`src/rtl/temporizador_pkg.sv`:
```
`default_nettype none
// ============================================================================
// Module   : temporizador_pkg
// Purpose  : Shared state encoding and default width for the down-counter.
// Revision : 1.0 - initial release
// ============================================================================
package temporizador_pkg;

  localparam int TEMP_N = 4;

  typedef enum logic [0:0] {
    S_IDLE = 1'b0,
    S_RUN  = 1'b1
  } state_t;

endpackage : temporizador_pkg
`default_nettype wire

```
`src/rtl/temporizador_decrescente.sv`:
```
`default_nettype none
// ============================================================================
// Module   : temporizador_decrescente
// Purpose  : Cascadable N-bit down-counter with terminal-count pulse, optional
//            auto-reload and 74163-style borrow output.
// Revision : 1.0 - initial release
// ============================================================================
module temporizador_decrescente
  import temporizador_pkg::*;
#(
  parameter int N = TEMP_N
) (
  input  logic         CLK,
  input  logic         CLR,
  input  logic         LD,
  input  logic         ENP,
  input  logic         ENT,
  input  logic         RELOAD,
  input  logic [N-1:0] D,
  output logic [N-1:0] Q,
  output logic         BO,
  output logic         FIM,
  output logic         ATIVO
);

  state_t       r_state, w_state_nxt;
  logic [N-1:0] r_q, w_q_nxt;
  logic [N-1:0] r_r, w_r_nxt;
  logic         r_fim, w_fim_nxt;
  logic         w_count;

  assign w_count = ENP && ENT;

  always_ff @(posedge CLK or posedge CLR) begin
    if (CLR) begin
      r_state <= S_IDLE;
      r_q     <= '0;
      r_r     <= '0;
      r_fim   <= 1'b0;
    end else begin
      r_state <= w_state_nxt;
      r_q     <= w_q_nxt;
      r_r     <= w_r_nxt;
      r_fim   <= w_fim_nxt;
    end
  end

  always_comb begin
    w_state_nxt = r_state;
    w_q_nxt     = r_q;
    w_r_nxt     = r_r;
    w_fim_nxt   = 1'b0;

    if (!LD) begin
      w_q_nxt     = D;
      w_r_nxt     = D;
      w_state_nxt = (D != '0) ? S_RUN : S_IDLE;
    end else if (w_count && (r_state == S_RUN)) begin
      if (r_q > N'(1)) begin
        w_q_nxt = r_q - N'(1);
      end else if (r_q == N'(1)) begin
        // Terminal count: RELOAD is only looked at on this edge.
        w_fim_nxt = 1'b1;
        if (RELOAD) begin
          w_q_nxt = r_r;
        end else begin
          w_q_nxt     = '0;
          w_state_nxt = S_IDLE;
        end
      end else begin
        // Zero while running is unreachable; fall back to a safe stop.
        w_state_nxt = S_IDLE;
      end
    end
  end

  assign Q     = r_q;
  assign FIM   = r_fim;
  assign ATIVO = (r_state == S_RUN);
  assign BO    = ENT && (r_q == '0);

endmodule : temporizador_decrescente
`default_nettype wire

```
`config.mk`:
```
export PLATFORM = sky130hd
export DESIGN_NAME = temporizador_decrescente
export DESIGN_NICKNAME = d
export VERILOG_FILES = /design/src/rtl/temporizador_pkg.sv /design/src/rtl/temporizador_decrescente.sv
export SDC_FILE = /design/constraint.sdc
export NUM_CORES = 1
export LEC_CHECK = 0
export BUFFER_PORTS_ARGS = -buffer_cell sky130_fd_sc_hd__buf_2
export CAP_MARGIN = 5
export CELL_PAD_IN_SITES_DETAIL_PLACEMENT = 1
export CELL_PAD_IN_SITES_GLOBAL_PLACEMENT = 2
export CORE_ASPECT_RATIO = 1.1
export CORE_MARGIN = 1
export CORE_UTILIZATION = 30
export DETAILED_ROUTE_END_ITERATION = 7
export PLACE_DENSITY = 0.77
export SYNTH_ARGS = -nofsm -noshare
export SYNTH_HDL_FRONTEND = slang
export SYNTH_SLANG_ARGS = --single-unit
```
`constraint.sdc`:
```
create_clock -name CLK -period 3.24 [get_ports CLK]
set_clock_uncertainty 0.15 [all_clocks]
set_input_delay 0.324 -clock CLK [delete_from_list [all_inputs] [get_ports CLK]]
set_output_delay 0.324 -clock CLK [all_outputs]
set_load 0.05 [all_outputs]
```
## Word level (Yosys, flattened, before mapping)

Index checks and enable logic that the tools add are counted.

| storage, ports and cells | value |
|---|---|
| logic and storage cells | 33 |
| register bits | 10 |
| output and inout port bits | 7 |

| operators by class | value |
|---|---|
| mux-type cells | 15 |
| reductions and logical operators | 7 |
| eq/ne operators | 5 |
| add/subtract/negate cells | 1 |
| magnitude comparators | 1 |

Operator list:

| cell | number |
|---|---|
| $mux W4 | 5 |
| $mux W1 | 10 |
| $eq A4 B1 Y1 const B | 1 |
| $gt A4 B1 Y1 const B | 1 |
| $logic_not A4 Y1 | 1 |
| $reduce_bool A4 Y1 | 1 |
| $sub A4 B1 Y4 const B | 1 |
| $logic_and A1 B1 Y1 | 3 |
| $ne A3 B1 Y1 const B | 1 |
| $ne A3 B3 Y1 const B | 1 |
| $reduce_and A3 Y1 | 1 |
| $ne A2 B1 Y1 const B | 1 |
| $ne A2 B2 Y1 const B | 1 |
| $reduce_and A2 Y1 | 1 |

## Depth between registers and ports, before layout

| depth | value |
|---|---|
| word-level depth | 5 |
| gate-level depth with buffers | 6 |
| gate-level depth less buffers | 6 |

## Worst setup path before layout

No wires, ideal clock.

| timing | value |
|---|---|
| path kind | reg2reg |
| start | reg r_q[1], in the netlist Q[1] |
| end | reg r_q[1], in the netlist Q[1] |
| library setup time | 0.127 ns |
| clock period less this slack | 2.032 ns |
| arrival time | 1.755 ns |
| setup slack | 1.208 ns |
| stages on the path, launching flop included | 7 |
| path buffers | 0 |
| cell sequence | dfrtp_1 -> inv_1 -> ha_1 -> or2_4 -> and2_4 -> a311oi_1 -> o21ai_1 |

| between the ends | value |
|---|---|
| word-level cells in the longest chain between the ends | 4 |

Ends and longest elaborated chain:

| what | RTL line | source |
|---|---|---|
| start, declared | temporizador_decrescente.sv:27 | `logic [N-1:0] r_q, w_q_nxt;` |
| start signal, assigned | temporizador_decrescente.sv:42 | `r_q <= w_q_nxt;` |
| $sub A4 B1 Y4 or $gt A4 B1 Y1 (tied branches) | temporizador_decrescente.sv:60, temporizador_decrescente.sv:59 |  |
| $mux W4 | temporizador_decrescente.sv:59 | `if (r_q > N'(1)) begin` |
| $mux W4 | temporizador_decrescente.sv:58 | `end else if (w_count && (r_state == S_RUN)) begin` |
| $mux W4 | temporizador_decrescente.sv:54 | `if (!LD) begin` |

Parallel ways exist; a longest one is shown, timed or not. The select of a mux whose other input is x is not followed.
A chain may end at the register's enable or synchronous reset.

## Final worst setup path

| timing | value |
|---|---|
| start | reg r_q[2], in the netlist Q[2] |
| end | out BO |

| between the ends | value |
|---|---|
| word-level cells in the longest chain between the ends | 2 |

Ends and longest elaborated chain:

| what | RTL line | source |
|---|---|---|
| $logic_not A4 Y1 | temporizador_decrescente.sv:80 | `assign BO = ENT && (r_q == '0);` |
| $logic_and A1 B1 Y1 | temporizador_decrescente.sv:80 |  |
| end, declared | temporizador_decrescente.sv:21 | `output logic BO,` |

No other way between the ends.

==> reports/metrics.yaml <==
power_and_ir_drop:
  ir_worst_vdd_uv: 214
  p_clk_frac: 0.249
  swShare: 0.395
  p_sw_mw: 0.144
  power_leakage_nw: 0.336
  p_int_mw: 0.221
  combPwrFrac: 0.333
  seq_power_share: 0.418
  powerDensity_nw_per_um2: 517
floorplan:
  dieWidth_um: 43.7
  die-area_um2: 2090
  initial_core_util: 0.322
  num_io_pins: 17
  core-area_um2: 1780
  rows: 16
  die_h_um: 47.9
logic_synthesis:
  synth_xor_area_frac: 0.0153
  syn_inst: 64
  synthAdderAreaFrac: 0.0436
  syn_avg_cell_area_um2: 8.97
  synth_top_family_by_area: "compound AO/OA/AOI/OAI gates"
  synthesis.area_um2: 574
  synth_seq_cells: 10
  synth-compound-area-share: 0.224
  synth.mux.area_fraction: 0.0392
  yosysSeqAreaShare: 0.436
  synth-simple-area-share: 0.196
  ys_types: 26
  synth.net_count: 76
  ys_warn_count: 0
route:
  route.detailed.drc: 1
  ant_nets: 0
  drt_first_pass_iters: 5
  via_count: 551
  wire_per_inst_um: 15.6
  viasPerCell: 5.46
  totalWireLength_um: 1580
  first_iter_violations: 6
critical_path:
  r2r-end: "Q[1]"
  start_kind: "flop"
  crit_path_start: "Q[2]"
  r2r-start: "Q[0]"
  worst-endpoint-required_ns: 2.77
  crit_arrival_ns: 1.53
  r2r_slack_ns: 1.39
  slowest_delay_ns: 0.45
  crit_path_max_fanout: 10
  path_class: "flop to output port"
  crit_buf_inv: 1
  endpoint_kind: "output port"
  path_cells: "nor2_2 -> and3_1 -> buf_2"
  crit_family: "simple AND/OR/NAND/NOR gates"
  cp.depth: 3
  crit_slowest_cell: "dfrtp_1"
  worstRegToRegCells: 6
  cp-endpoint: "BO"
timing:
  final.setup.tns_ns: 0
  slew_headroom: 0.713
  hold_viol_final: 0
  tightest_slew_ns: 0.430
  holdWs_ns: 0.135
  fmax_ghz: 0.500
  period_needed_ns: 2.00
  post-route-period-util: 0.617
  fin_ws_ns: 1.24
  setup_viol: 0
  rsz0062_at_grt: "no"
  drv_slew: 0
global_routing:
  antenna_found_initial: 0
  grt_overflow: 0
  grt.total_usage: 0.173
  grt_pass1_wl_um: 2520
  grt_max_degree: 13
  grt_pass1_vias: 553
finish:
  final_common_cell: "buf_2"
  antenna-diode-count: 0
  final_cells: 101
  mostFrequentLayoutCells: "buf_2 (16), dfrtp_1 (10), nand2_1 (7)"
  syn_to_final_growth_pct: 22.9
  drive_gt1_frac: 0.313
  nets: 97
cts:
  tritoncts: "built"
  clk_latency_ns: 0.27
  htree_levels: 1
  post_cts_buffers: 0
  cts-root-buf: "clkbuf_4"
  cts_resized: 0
  cts_buffer_depth: 2
  cts_num_sinks: 10
  cts_inserted_buffers: 3
  clkTransAtPathRegs_ns: 0.07
place:
  gp_congestion: 0.779
  port_buffers: 16
  pre_cts_ws_ns: 1.40
  hpwl_um: 1190
  placed_cells: 97
run:
  drv_cap: 0
outcome:
  violations: "DRC"
  status: "finished, violations left"
hold_path:
  hold_class: "primary input to flop"
-- per-stage QoR --
stage	total power, mW	utilization	instance area, µm²
2_1_floorplan	0.240	-	574
3_3_place_gp	0.273	0.378	673
4_1_cts	0.365	0.396	706
5_1_grt	0.382	0.396	706
6_report	0.365	0.396	706
3_5_place_dp	0.275	0.378	673
-- worst reg2reg max path, stage by stage, from the launching register on --
cell      delay [ns]
dfrtp_1         0.43
inv_1           0.07
ha_1            0.25
or2_4           0.27
and2_4          0.17
a311oi_1        0.29
o21ai_1         0.10
-- cell families after synthesis --
logic type | after synthesis
compound gates | 21
xor+xnor | 1
fa+ha+maj | 2
buf+inv | 7
flops | 10
mux | 2
simple gates | 21
-- state kept, by name, summed over array words and instances, names as in the netlist --
signal  cells
ATIVO       1
FIM         1
Q           4
r_r         4
-- area by class of cell --
class	count	area, µm²
Clock buffer	3	22.5
Sequential cell	10	250
Tap cell	18	22.5
Timing Repair Buffer	17	90.1
Inverter	6	22.5
Multi-Input combinational cell	47	298
Fill cell	215	1080
-- power groups by stage --
stage	Sequential [mW]	Combinational [mW]	Clock (mW)
finish	0.153	0.121	0.0910
detailed placement	0.155	0.121	0
global route	0.154	0.133	0.0941
global placement	0.154	0.119	0
CTS	0.152	0.122	0.0904
floorplan	0.180	0.0599	0
-- what timing repair did --
item	in CTS	in global routing
hold buffers	1	0
endpoints found under the setup margin	0	0
endpoints found under the hold margin	10	0
-- synthesized netlist by cell type --
cell        n  area share
a22oi_1     1       0.013
o2bb2ai_1   1       0.015
a31oi_1     1       0.011
or2_4       1       0.015
a211oi_1    2       0.026
clkbuf_1    1      0.0065
xor2_1      1       0.015
and4_2      1       0.017
and2_4      1       0.015
nor3_1      2       0.017
nand2_1     7       0.046
o21ai_0     5       0.044
a31o_2      1       0.015
ha_1        2       0.044
a311oi_1    2       0.031
and3_1      1       0.011
nand2b_1    1       0.011
dfrtp_1    10        0.44
nand3_1     3       0.026
mux2_2      2       0.039
or4_1       1       0.013
nor2_2      1       0.011
inv_1       6       0.039
o21ai_1     2       0.017
nor2_1      2       0.013
a21oi_1     6       0.052
-- how the worst min path moves through the flow --
stage,startpoint,end,slack [ns],depth (start not counted)
6_report,D[0],r_r[0],0.13,3
5_1_grt,D[2],Q[2],0.15,2
4_1_cts,D[0],r_r[0],0.14,3
2_1_floorplan,CLR,ATIVO,0.01,1
3_3_place_gp,CLR,r_r[3],0.19,2
3_5_place_dp,CLR,r_r[3],0.19,2
-- routing by layer --
| layer | global-route usage | part of all wire |
|---|---|---|
| met2 | 0.290 | 0.47 |
| met4 | 0.113 | 0.027 |
| met1 | 0.211 | 0.46 |
| met5 | 0 | 0 |
| met3 | 0.0226 | 0.043 |
(Power assumes the default switching activity.)
